**src/rtl/writeback_arbiter_pkg.sv**
```systemverilog
// Shared widths and types for the writeback arbiter slice.
//   REG_SIZE       register-address width
//   WORD_WIDTH     register data width
//   ZERO_WORD      all-zero data word
//   MD_FIFO_DEPTH  default multiply/divide result buffer depth
//   wb_src_e       source currently driving the register-file write port
package writeback_arbiter_pkg;

  localparam int unsigned REG_SIZE      = 5;
  localparam int unsigned WORD_WIDTH    = 32;
  localparam logic [WORD_WIDTH-1:0] ZERO_WORD = '0;
  localparam int unsigned MD_FIFO_DEPTH = 4;

  typedef enum logic [1:0] {
    WB_SRC_NONE = 2'd0,
    WB_SRC_PIPE = 2'd1,
    WB_SRC_FIFO = 2'd2
  } wb_src_e;

  // Pipeline always wins; the buffer drains only into idle write slots.
  function automatic wb_src_e wb_select(input logic in_reset,
                                        input logic pipe_we,
                                        input logic fifo_empty);
    if (in_reset)
      return WB_SRC_NONE;
    else if (pipe_we)
      return WB_SRC_PIPE;
    else if (!fifo_empty)
      return WB_SRC_FIFO;
    else
      return WB_SRC_NONE;
  endfunction

endpackage

```
**src/rtl/wb_result_fifo.sv**
```systemverilog
// Multiply/divide result buffer: storage, pointers, occupancy count,
// per-entry valid bits and a parallel destination-compare vector.
//   clk, rst            clock, synchronous active-high reset
//   i_push              store {i_push_addr, i_push_data} at the tail
//   i_pop               retire the head entry
//   o_head_addr/data    oldest buffered result
//   o_empty, o_full     occupancy flags from the registered count
//   i_cmp_rs/rt/rd      decode-stage register addresses to compare
//   o_match             per-entry hit: valid, nonzero, equal to any compare address
module wb_result_fifo
  import writeback_arbiter_pkg::*;
#(
  parameter int unsigned DEPTH = MD_FIFO_DEPTH
) (
  input  logic                  clk,
  input  logic                  rst,
  input  logic                  i_push,
  input  logic [REG_SIZE-1:0]   i_push_addr,
  input  logic [WORD_WIDTH-1:0] i_push_data,
  input  logic                  i_pop,
  output logic [REG_SIZE-1:0]   o_head_addr,
  output logic [WORD_WIDTH-1:0] o_head_data,
  output logic                  o_empty,
  output logic                  o_full,
  input  logic [REG_SIZE-1:0]   i_cmp_rs,
  input  logic [REG_SIZE-1:0]   i_cmp_rt,
  input  logic [REG_SIZE-1:0]   i_cmp_rd,
  output logic [DEPTH-1:0]      o_match
);

  localparam int unsigned PW = $clog2(DEPTH);
  localparam int unsigned CW = PW + 1;

  logic [REG_SIZE-1:0]   r_addr [DEPTH];
  logic [WORD_WIDTH-1:0] r_data [DEPTH];
  logic [DEPTH-1:0]      r_valid;
  logic [PW-1:0]         r_wr_ptr;
  logic [PW-1:0]         r_rd_ptr;
  logic [CW-1:0]         r_count;
  logic [DEPTH-1:0]      w_valid_nxt;

  assign o_empty     = (r_count == '0);
  assign o_full      = (r_count == CW'(DEPTH));
  assign o_head_addr = r_addr[r_rd_ptr];
  assign o_head_data = r_data[r_rd_ptr];

  // Pop clears the head slot before push sets the tail; they never alias
  // because a push is refused when full and a pop needs a non-empty buffer.
  always_comb begin
    w_valid_nxt = r_valid;
    if (i_pop)
      w_valid_nxt[r_rd_ptr] = 1'b0;
    if (i_push)
      w_valid_nxt[r_wr_ptr] = 1'b1;
  end

  always_comb begin
    o_match = '0;
    for (int unsigned i = 0; i < DEPTH; i++) begin
      o_match[i] = r_valid[i] && (r_addr[i] != '0) &&
                   ((r_addr[i] == i_cmp_rs) ||
                    (r_addr[i] == i_cmp_rt) ||
                    (r_addr[i] == i_cmp_rd));
    end
  end

  always_ff @(posedge clk) begin
    if (rst) begin
      r_wr_ptr <= '0;
      r_rd_ptr <= '0;
      r_count  <= '0;
      r_valid  <= '0;
    end else begin
      r_valid <= w_valid_nxt;
      if (i_push) begin
        r_addr[r_wr_ptr] <= i_push_addr;
        r_data[r_wr_ptr] <= i_push_data;
        r_wr_ptr         <= r_wr_ptr + 1'b1;
      end
      if (i_pop)
        r_rd_ptr <= r_rd_ptr + 1'b1;
      case ({i_push, i_pop})
        2'b10:   r_count <= r_count + 1'b1;
        2'b01:   r_count <= r_count - 1'b1;
        default: r_count <= r_count;
      endcase
    end
  end

endmodule

```
**src/rtl/writeback_arbiter.sv**
```systemverilog
// Merges the MEM/WB write and buffered multiply/divide results onto the
// single register-file write port, and requests a decode stall on hazards.
//   clk, rst                               clock, synchronous active-high reset
//   pipe_weW/pipe_addrW/pipe_dataW         pipeline write request (highest priority)
//   md_valid/md_addr/md_data, md_ready     multiply/divide result handshake
//   id_rs_addr/id_rt_addr/id_rd_addr       decode-stage registers for hazard check
//   stall_req                              decode must hold this cycle
//   md_pending                             buffer non-empty
//   Regfile_weW/writeRegAddrW/writeDataW   register-file write port
module writeback_arbiter
  import writeback_arbiter_pkg::*;
#(
  parameter int unsigned FIFO_DEPTH = MD_FIFO_DEPTH
) (
  input  logic                  clk,
  input  logic                  rst,
  input  logic                  pipe_weW,
  input  logic [REG_SIZE-1:0]   pipe_addrW,
  input  logic [WORD_WIDTH-1:0] pipe_dataW,
  input  logic                  md_valid,
  input  logic [REG_SIZE-1:0]   md_addr,
  input  logic [WORD_WIDTH-1:0] md_data,
  output logic                  md_ready,
  input  logic [REG_SIZE-1:0]   id_rs_addr,
  input  logic [REG_SIZE-1:0]   id_rt_addr,
  input  logic [REG_SIZE-1:0]   id_rd_addr,
  output logic                  stall_req,
  output logic                  md_pending,
  output logic                  Regfile_weW,
  output logic [REG_SIZE-1:0]   writeRegAddrW,
  output logic [WORD_WIDTH-1:0] writeDataW
);

  logic                  w_push;
  logic                  w_pop;
  logic                  w_empty;
  logic                  w_full;
  logic [REG_SIZE-1:0]   w_head_addr;
  logic [WORD_WIDTH-1:0] w_head_data;
  logic [FIFO_DEPTH-1:0] w_match;
  wb_src_e               w_src;

  assign md_ready   = !w_full && !rst;
  // r0 results are acknowledged but never occupy a slot.
  assign w_push     = md_valid && md_ready && (md_addr != '0);
  assign w_src      = wb_select(rst, pipe_weW, w_empty);
  assign w_pop      = (w_src == WB_SRC_FIFO);
  assign md_pending = !w_empty && !rst;
  assign stall_req  = !rst && (w_full || (|w_match));

  always_comb begin
    Regfile_weW   = 1'b0;
    writeRegAddrW = '0;
    writeDataW    = ZERO_WORD;
    case (w_src)
      WB_SRC_PIPE: begin
        Regfile_weW   = 1'b1;
        writeRegAddrW = pipe_addrW;
        writeDataW    = pipe_dataW;
      end
      WB_SRC_FIFO: begin
        Regfile_weW   = 1'b1;
        writeRegAddrW = w_head_addr;
        writeDataW    = w_head_data;
      end
      default: ;
    endcase
  end

  wb_result_fifo #(
    .DEPTH(FIFO_DEPTH)
  ) u_fifo (
    .clk        (clk),
    .rst        (rst),
    .i_push     (w_push),
    .i_push_addr(md_addr),
    .i_push_data(md_data),
    .i_pop      (w_pop),
    .o_head_addr(w_head_addr),
    .o_head_data(w_head_data),
    .o_empty    (w_empty),
    .o_full     (w_full),
    .i_cmp_rs   (id_rs_addr),
    .i_cmp_rt   (id_rt_addr),
    .i_cmp_rd   (id_rd_addr),
    .o_match    (w_match)
  );

endmodule

```
**config.mk**
```make
export PLATFORM = sky130hd
export DESIGN_NAME = writeback_arbiter
export DESIGN_NICKNAME = d
export VERILOG_FILES = /design/src/rtl/writeback_arbiter_pkg.sv /design/src/rtl/wb_result_fifo.sv /design/src/rtl/writeback_arbiter.sv
export SDC_FILE = /design/constraint.sdc
export NUM_CORES = 1
export LEC_CHECK = 0
export CORE_AREA = 2 2 104 132
export DETAILED_ROUTE_END_ITERATION = 8
export DIE_AREA = 0 0 106 134
export PLACE_DENSITY = 0.84
export SYNTH_ARGS = -nofsm -noshare
export SYNTH_HDL_FRONTEND = slang
export SYNTH_SLANG_ARGS = --single-unit
```
**constraint.sdc**
```tcl
create_clock -name clk -period 4.84 [get_ports clk]
set_clock_uncertainty 0.1 [all_clocks]
set_input_delay 0.968 -clock clk [delete_from_list [all_inputs] [get_ports clk]]
set_output_delay 0.968 -clock clk [all_outputs]
set_load 0.005 [all_outputs]
```
==> Word level (Yosys, flattened, before mapping) <==
Memories as Yosys holds them, arrays and structs flattened. A register that Yosys moved wholly into a read port is not among the register bits.
Index checks and enable logic that the tools add are counted.
{ "op_classes": {"n_addsub": 4, "order_cmp": 4, "n_eq_ne": 17, "muxes": 20, "bitwise_logic": 3, "n_reduce_logical": 36} }
{ "ops": {"columns": ["operator", "n"], "rows": [
  ["$pmux W32 S2", 1],
  ["$eq A5 B5 Y1", 12],
  ["$reduce_bool A5 Y1", 5],
  ["$logic_and A1 B1 Y1", 15],
  ["$mux W2", 7],
  ["$pmux W5 S2", 1],
  ["$logic_or A1 B1 Y1", 9],
  ["$mux W4", 2],
  ["$lt A2 B3 Y1 const B", 2],
  ["$mux W1", 6],
  ["$pmux W3 S2", 1],
  ["$add A2 B1 Y2 const B", 2],
  ["$and A4 B4 Y4", 1],
  ["$demux W1 S2", 2],
  ["$eq A2 B1 Y1 const B", 2],
  ["$eq A2 B2 Y1 const B", 2],
  ["$ge A2 B1 Y1 const B", 2],
  ["$not A4 Y4", 1],
  ["$or A4 B4 Y4", 1],
  ["$reduce_or A4 Y1", 1],
  ["$add A3 B1 Y3 const B", 1],
  ["$eq A3 B3 Y1 const B", 1],
  ["$logic_not A1 Y1", 3],
  ["$logic_not A3 Y1", 1],
  ["3 further kinds", 3]
]} }
{ "totals": {"reg_bits": 11, "ramBits": 148, "inputBits": 93, "output_inout_bits": 41, "memories": 2} }
{ "memory_table": {"columns": ["memory", "depth", "word_bits", "read_ports", "rd_ports_with_merged_regs", "wr", "line_no", "source"], "rows": [
  ["u_fifo.r_data", 4, 32, 1, 1, 1, "wb_result_fifo.sv:35", "logic [WORD_WIDTH-1:0] r_data [DEPTH];"],
  ["u_fifo.r_addr", 4, 5, 5, 1, 1, "wb_result_fifo.sv:34", "logic [REG_SIZE-1:0] r_addr [DEPTH];"]
]} }

==> Depth between registers and ports, before layout <==
Gate-level depths: netlist of run 1.
{ "logic_depth": {"depth_word": 9, "depth_mapped": 11} }

==> By module <==
Synthesis of run 1 repeated with hierarchy kept, for this count alone.
{ "hier_totals": {"cells_unflattened": 415, "area_unflattened_um2": 7211.9} }
{ "by_module_without_submodules": {"columns": ["mod", "n_inst", "cells_per_inst", "area_each_um2"], "rows": [
  ["wb_result_fifo", 1, 360, 6762.7],
  ["writeback_arbiter", 1, 55, 449.2]
]} }

==> Least setup slack after synthesis of run 1 <==
No wires, ideal clock.
{ "synth_path": {"path_kind": "input-to-reg", "from": "in md_addr[1]", "to": "reg u_fifo.r_count[2]", "t_arrival_ns": 3.063, "required_time_ns": 4.669, "slack_ns": 1.607, "cell_stages": 10, "n_path_buf": 1, "cell_sequence": "or3_1 o311a_1 buf_2 inv_1 ha_1 inv_1 fa_1 xor2_1 or3_1 a21oi_1"} }
{ "synth_via": {"elab_chain_len": 4, "elab_cells_between_ends": 6} }
{ "synth_lines": {"columns": ["element", "line_no", "source"], "rows": [
  ["start: declaration", "writeback_arbiter.sv:21", "input logic [REG_SIZE-1:0] md_addr,"],
  ["$reduce_bool A5 Y1 *", "writeback_arbiter.sv:45", "assign w_push = md_valid && md_ready && (md_addr != '0);"],
  ["$logic_and A1 B1 Y1 *", "writeback_arbiter.sv:45", null],
  ["$eq A2 B1 Y1 / $eq A2 B2 Y1 (equally long branches)", "wb_result_fifo.sv:82", "case ({i_push, i_pop})"],
  ["$pmux W3 S2 / $reduce_bool A2 Y1 (equally long branches)", null, null],
  ["end signal: assignment", "wb_result_fifo.sv:83", "2'b10: r_count <= r_count + 1'b1;"],
  ["end signal: assignment", "wb_result_fifo.sv:84", "2'b01: r_count <= r_count - 1'b1;"],
  ["end signal: assignment", "wb_result_fifo.sv:85", "default: r_count <= r_count;"],
  ["end: declaration", "wb_result_fifo.sv:39", "logic [CW-1:0] r_count;"]
]} }
Every way passes the cells marked *; elsewhere a longest branch is shown, timed or not.
A chain may end at the register's enable or synchronous reset.

==> Worst setup path after layout of run 1 <==
{ "layout_path": {"from": "in rst", "to": "out writeDataW[16]"} }
{ "layout_via": {"elab_chain_len": 3, "elab_cells_between_ends": 4} }
{ "layout_lines": {"columns": ["element", "line_no", "source"], "rows": [
  ["start: declaration", "writeback_arbiter.sv:16", "input logic rst,"],
  ["$mux W2 *", "writeback_arbiter_pkg.sv:24", "if (in_reset)"],
  ["$eq A2 B2 Y1 / $eq A2 B1 Y1 (equally long branches)", "writeback_arbiter.sv:55", "case (w_src)"],
  ["$pmux W32 S2 *", "writeback_arbiter.sv:55", null],
  ["end: declaration", "writeback_arbiter.sv:31", "output logic [WORD_WIDTH-1:0] writeDataW"]
]} }
Marks and branches as above.

==> results of run 1 <==
-- routing by layer --
metal  GRT usage, %  wire length, µm  up-vias
met1           29.2             6100     2159
met3           5.78             1010       43
li1               -                -     1934
met5              0                0        -
met2           42.1             8860      167
met4           11.5              601        0
-- logic make-up (layout without fill, tap and decap cells) --
logic type	count (synthesis)	in the layout	share of synthesized area, %
adder cells (fa/ha/maj)	10	10	1.86
AND/OR/NAND/NOR	55	55	3.85
multiplexers	40	40	12.2
flip-flops	161	161	65.9
XOR/XNOR	63	63	7.73
AO/OA/AOI/OAI	57	57	6.61
buffers and inverters	34	182	1.89
-- cell usage after synthesis (2+ instances only) --
| cell | number |
|---|---|
| ha_1 | 9 |
| nor2_1 | 12 |
| inv_1 | 8 |
| nor3_1 | 10 |
| nand3_1 | 11 |
| or3_1 | 2 |
| a22oi_1 | 4 |
| edfxtp_1 | 148 |
| nand2_1 | 9 |
| and2_1 | 4 |
| o21ai_0 | 3 |
| xor2_1 | 25 |
| mux4_2 | 36 |
| clkbuf_1 | 19 |
| a31o_2 | 2 |
| o22ai_1 | 2 |
| a22o_1 | 37 |
| dfxtp_1 | 13 |
| mux2_2 | 2 |
| a21oi_1 | 3 |
| buf_2 | 6 |
| or4_1 | 4 |
| xnor2_1 | 38 |
-- through the flow --
| stage | setup slack (ns) | power, mW |
|---|---|---|
| after global routing | 0.577 | 3.39 |
| after detailed placement | 0.662 | 2.05 |
| after CTS | 0.654 | 3.30 |
| after floorplan | 1.61 | 1.83 |
| final | 0.662 | 3.28 |
| after global placement | 0.703 | 2.04 |
-- sequential cells by signal, summed over array words and instances, names as in the netlist, named ones only --
| register | count |
|---|---|
| u_fifo.r_count | 3 |
| u_fifo.r_valid | 4 |
| u_fifo.r_rd_ptr | 2 |
| u_fifo.r_wr_ptr | 2 |
| u_fifo.r_data | 128 |
| u_fifo.r_addr | 20 |
-- how the worst min path moves through the flow --
stage | startpoint | slack [ns] | to
global placement | u_fifo.r_valid[1] | 0.39 | u_fifo.r_valid[1]
CTS | u_fifo.r_valid[1] | 0.42 | u_fifo.r_valid[1]
detailed placement | u_fifo.r_valid[1] | 0.41 | u_fifo.r_valid[1]
floorplan | u_fifo.r_valid[0] | 0.36 | u_fifo.r_valid[0]
global route | u_fifo.r_valid[1] | 0.47 | u_fifo.r_valid[1]
finish | u_fifo.r_valid[1] | 0.43 | u_fifo.r_valid[1]
-- cell type report --
type / instances / area (µm²)
well taps: 171 / 214
inverters: 8 / 30.0
clock inverters: 15 / 141
clock buffers: 17 / 425
flip-flops and latches: 161 / 4710
repair buffers: 142 / 1460
multi-input cells: 225 / 2320
fillers: 811 / 3700
-- power by group --
part | leakage, nW | internal (mW) | switching (mW) | total [mW]
Sequential | 1.45 | 1.56 | 0.0382 | 1.60
Clock | 0.279 | 0.683 | 0.579 | 1.26
Combinational | 1.28 | 0.251 | 0.169 | 0.420
-- worst max-delay path, cell delays in order --
cell and delay (ns):
clkdlybuf4s50_1 0.46, buf_4 0.22, nor3_2 0.22, buf_4 0.44
a22o_1 0.26, clkdlybuf4s50_1 0.52
==> summary.md, run 1 <==
| Metric | Value |
|---|---|
| Cell Area, Placed | `0.00873 mm²` |
| Clock Latency Late Sink | `between 0.4 and 0.5 ns` |
| Setup violators final | `0` |
| Distinct cells, synth | `36` |
| Clock Root Buffer | `clkbuf_16` |
| Most used DFF post-synth | `edfxtp_1` |
| Sequential share of the synthesized area | `about two thirds` |
| Wire per inst | `between 20 and 25 µm` |
| DRC viols | `0` |
| Layout Cells excl Fill | `739` |
| Sum Neg Setup Slack | `0 ns` |
| # rows | `between 40 and 50` |
| Fin. Hold Viols | `0` |
| Starting Density | `54.9%` |
| Die footprint | `around 0.014 mm²` |
| Core Footprint | `0.0130 mm²` |
| FF-to-FF path depth | `9` |
| Worst-path maximum fanout | `38` |
| Mapped Area | `0.00714 mm²` |
| Post-cts repair resize count | `0` |
| Pre-Repair DR Iteration Count | `4` |
| Fin nets | `658` |
| Slew @ Worst Pin | `between 1 and 1.5 ns` |
| Area Growth Syn to Fin | `30.2%` |
| Final Util | `71.5%` |
| Seq cells post-synth | `between 150 and 200` |
| Initial antenna violation count | `0` |
| Synth Net Count | `approximately 520` |
| N_diodes | `0` |
| Slew Limit Fails | `0` |
| Number of enable flip-flop cells after synthesis | `roughly 150` |
| CP Capture Type | `output pin` |
| Crit path from | `rst` |
| Post-CTS Setup Inserts | `0` |
| Inst Count DP | `about 710` |
| Final Cycle Share | `between 80 and 90%` |
| Synth top area share | `about 62%` |
| Outcome | `complete, no violations` |
| Required time of the critical path | `3.77 ns` |
| Detailed Route WL | `16600 µm` |
| Lkg Pwr | `roughly 3 nW` |
| Via Count | `4303` |
| RePlAce Congestion | `1.03` |
| Syn_area_per_cell | `17.0 µm²` |
| Yosys warnings | `0` |
| FF-to-FF setup slack | `2.17 ns` |
| Die span in x | `106 µm` |
| Remaining antenna violation count | `0` |
| Setup crit end | `writeDataW[16]` |
| Vias per cell | `a little under 6` |
| CTS sink count | `161` |
| Async set-or-reset flop fraction in the synthesized netlist | `0%` |
| Commonest cells after routing, fill and taps aside | `edfxtp_1 (148), clkdlybuf4s50_1 (133), xnor2_1 (38), a22o_1 (37), mux4_2 (36)` |
| Congestion Overflow GR | `0` |
| Cell taking the most area after synthesis | `edfxtp_1` |
| CP arrival | `3.11 ns` |
| Critical path class | `in -> out` |
| Clock Tree Buf Depth | `2` |
| Most common cell after layout, fill and taps aside | `edfxtp_1` |
| Tot GR Track Use | `approximately a quarter` |
| Mapped Cells | `between 400 and 500` |
| DP Wirelength | `11400 µm` |
| Max-Cap Viols | `0` |
| Vias in the first global route | `~4700` |
| Maximum VDD drop | `0.000356 V` |
| First-pass GRT wire length | `about 26000 µm` |
| I/O Buffers | `133` |
| Hold path depth | `2` |
| RSZ-0062 raised after global routing | `no` |
| Worst slew margin | `between 30 and 40%` |
| Cts bufs inserted | `17` |
| Cell area after layout | `0.00930 mm²` |
| Hold-fix buffers, CTS | `0` |
| Die height | `134 µm` |
| CTS tree | `yes` |
| H-Tree Depth | `4` |
| Largest net degree at the start of global routing | `39` |
| Clock slew at reported path FFs | `0.06 ns` |
| FMAX | `239 MHz` |
| Minimum hold slack | `0.427 ns` |
| PD cells | `about 350 mW/mm²` |
| Layout cell share with drive strength beyond 1 | `16.0%` |
| Nature of the critical path startpoint | `input port` |
| Critical R2R Launch | `u_fifo.r_count[2]` |
| Area contributors post-synth | `edfxtp_1 (62%), mux4_2 (11%), xnor2_1 (4.7%)` |
| Post-layout min period | `4.18 ns` |
| RR Endpoint | `u_fifo.r_count[2]` |
| I/O Pins | `between 100 and 150` |
| Worst min path class | `reg -> reg` |
| 1st-iter DRT viols | `232` |
No activity file was read; power rests on OpenSTA's default activity.
==> inputs of run 2 (changes only) <==
--- a/config.mk
+++ b/config.mk
@@ -8,6 +8,7 @@
 export CORE_AREA = 2 2 104 132
 export DETAILED_ROUTE_END_ITERATION = 8
 export DIE_AREA = 0 0 106 134
+export GPL_ROUTABILITY_DRIVEN = 0
 export PLACE_DENSITY = 0.84
 export SYNTH_ARGS = -nofsm -noshare
 export SYNTH_HDL_FRONTEND = slang
==> summary.md, run 2 (synthesis gave the netlist of run 1 again) <==
| Metric | Value |
|---|---|
| RR Endpoint | `u_fifo.r_count[2]` |
| Congestion Overflow GR | `0 (unchanged)` |
| Slew @ Worst Pin | `1.03 ns (-0.00610 ns)` |
| CTS sink count | `161 (unchanged)` |
| Int Power | `2.48 mW (-0.64%)` |
| Die span in x | `106 µm (unchanged)` |
| I/O Pins | `134 (unchanged)` |
| Hold-fix buffers, CTS | `0 (unchanged)` |
| Slew Limit Fails | `0 (unchanged)` |
| Critical path class | `in -> out` |
| Fin. Hold Viols | `0 (unchanged)` |
| Die footprint | `0.0142 mm² (unchanged)` |
| Area Growth Syn to Fin | `29.5%` |
| PD cells | `349 mW/mm² (-0.94%)` |
| Clock slew at reported path FFs | `0.06 ns (about the same)` |
| FF-to-FF setup slack | `2.12 ns (-0.05 ns)` |
| Maximum VDD drop | `0.000283 V (-21%)` |
| Post-cts repair resize count | `0 (unchanged)` |
| Clock Latency Late Sink | `0.41 ns (about the same)` |
| Biggest regs | `u_fifo.r_data (128), u_fifo.r_addr (20), u_fifo.r_valid (4)` |
| H-Tree Depth | `4 (unchanged)` |
| Critical R2R Launch | `u_fifo.r_count[2]` |
| Commonest cells after routing, fill and taps aside | `edfxtp_1 (148), clkdlybuf4s50_1 (133), xnor2_1 (38), a22o_1 (37), mux4_2 (36)` |
| Post-layout min period | `4.20 ns (+0.0240 ns)` |
| Required time of the critical path | `3.77 ns (about the same)` |
| RSZ-0062 raised after global routing | `no` |
| Starting Density | `54.9% (unchanged)` |
| Part of the power in the clock network | `37.6% (-0.9 points)` |
| Cts bufs inserted | `17 (unchanged)` |
| Post-CTS Setup Inserts | `0 (unchanged)` |
| Worst Hold Launch | `u_fifo.r_valid[0]` |
| Vias per cell | `5.91 (+1.5%)` |
| Final worst-path setup slack | `0.638 ns (-0.0240 ns)` |
| Clock Tree Buf Depth | `2 (unchanged)` |
| Fin nets | `659 (+0.15%)` |
| Switch Pwr | `0.753 mW (-4.1%)` |
| Clock Root Buffer | `clkbuf_16` |
| I/O Buffers | `133 (unchanged)` |
| Cell Area, Placed | `0.00870 mm² (-0.34%)` |
| Via Count | `4375 (+1.7%)` |
| Nature of the critical path startpoint | `input port` |
| 1st-iter DRT viols | `324 (+40%)` |
| # rows | `47 (unchanged)` |
| Switching power share of the total | `23.3% (-0.65 points)` |
| Pre-CTS setup slack | `0.650 ns (-0.0122 ns)` |
| Hold path depth | `2 (unchanged)` |
| Crit path from | `rst` |
| CP arrival | `3.13 ns (+0.02 ns)` |
| Pre-Repair DR Iteration Count | `5 (+1)` |
| Layout cell share with drive strength beyond 1 | `16.3% (+0.32 points)` |
| Worst Hold Endpoint | `u_fifo.r_valid[0]` |
| Worst min path class | `reg -> reg` |
| Most common cell after layout, fill and taps aside | `edfxtp_1` |
| Detailed Route WL | `16300 µm (-1.7%)` |
| Max-Cap Viols | `0 (unchanged)` |
| N_diodes | `0 (unchanged)` |
| Largest net degree at the start of global routing | `39 (unchanged)` |
| Sum Neg Setup Slack | `0 ns (unchanged)` |
| Comb pwr share | `13.2% (+0.4 points)` |
| Remaining antenna violation count | `0 (unchanged)` |
| DP Wirelength | `10800 µm (-5.2%)` |
| Cell area after layout | `0.00925 mm² (-0.54%)` |
| Core Footprint | `0.0130 mm² (unchanged)` |
| Tot GR Track Use | `23.6% (-0.91 points)` |
| Worst slew margin | `31.1% (+0.41 points)` |
| FMAX | `238 MHz (-0.57%)` |
| FF-to-FF path depth | `9 (unchanged)` |
| Wire per inst | `22.0 µm (-1.9%)` |
| CP Capture Type | `output pin` |
| Top reg by flops | `u_fifo.r_data` |
| Max reg flops | `128 (unchanged)` |
| Outcome | `complete, no violations` |
| Sequential Power Share | `49.2% (+0.5 points)` |
| Worst-path maximum fanout | `38 (unchanged)` |
| Lkg Pwr | `2.99 nW (-0.63%)` |
| DRC viols | `0 (unchanged)` |
| Vias in the first global route | `4605 (-1.2%)` |
| CTS tree | `yes` |
| First-pass GRT wire length | `24800 µm (-2.9%)` |
| Setup violators final | `0 (unchanged)` |
| Initial antenna violation count | `0 (unchanged)` |
| Final Cycle Share | `86.8% (+0.49 points)` |
| Die height | `134 µm (unchanged)` |
## run 2: layer usage
layer | track usage [%] | vias up | wire length [µm]
met4 | 8.70 | 0 | 448
met2 | 41.9 | 195 | 8760
met5 | 0 | - | 0
met3 | 4.96 | 39 | 948
met1 | 28.3 | 2201 | 6130
li1 | - | 1940 | -
## run 2: how the worst max path moves through the flow
stage | endpoint | depth (start not counted) | slack (ns)
global placement | writeDataW[16] | 6 | 0.68
CTS | writeDataW[16] | 6 | 0.62
detailed placement | writeDataW[16] | 6 | 0.65
finish | writeDataW[16] | 6 | 0.64
floorplan | u_fifo.r_count[2] | 10 | 1.61
global route | writeDataW[16] | 6 | 0.52
## run 2: worst max-delay path, cell delays in order
cell and delay [ns]:
clkdlybuf4s50_1 0.46, buf_4 0.22, nor3_2 0.22, buf_4 0.45, a22o_1 0.27, clkdlybuf4s50_1 0.52
## run 2: area by class of cell
class	instances	area, µm²
flip-flops and latches	161	4710
fillers	809	3750
multi-input cells	225	2320
repair buffers	143	1430
clock buffers	17	425
well taps	171	214
clock inverters	15	121
inverters	8	30.0
## run 2: metrics by stage
stage | power (mW) | hold slack (ns) | utilization [%] | cells
3_5_place_dp | 2.04 | 0.403 | 66.9 | 708
3_3_place_gp | 2.03 | 0.385 | 66.9 | 708
5_1_grt | 3.34 | 0.449 | 71.2 | 740
4_1_cts | 3.25 | 0.423 | 71.2 | 740
2_1_floorplan | 1.83 | 0.359 | - | 420
6_report | 3.23 | 0.420 | 71.2 | 740
## run 2: power by group through the flow
stage	Combinational (mW)	Clock, mW	Sequential, mW
6_report	0.425	1.21	1.59
3_5_place_dp	0.425	0	1.62
3_3_place_gp	0.416	0	1.62
4_1_cts	0.430	1.23	1.59
5_1_grt	0.456	1.29	1.59
2_1_floorplan	0.227	0	1.60
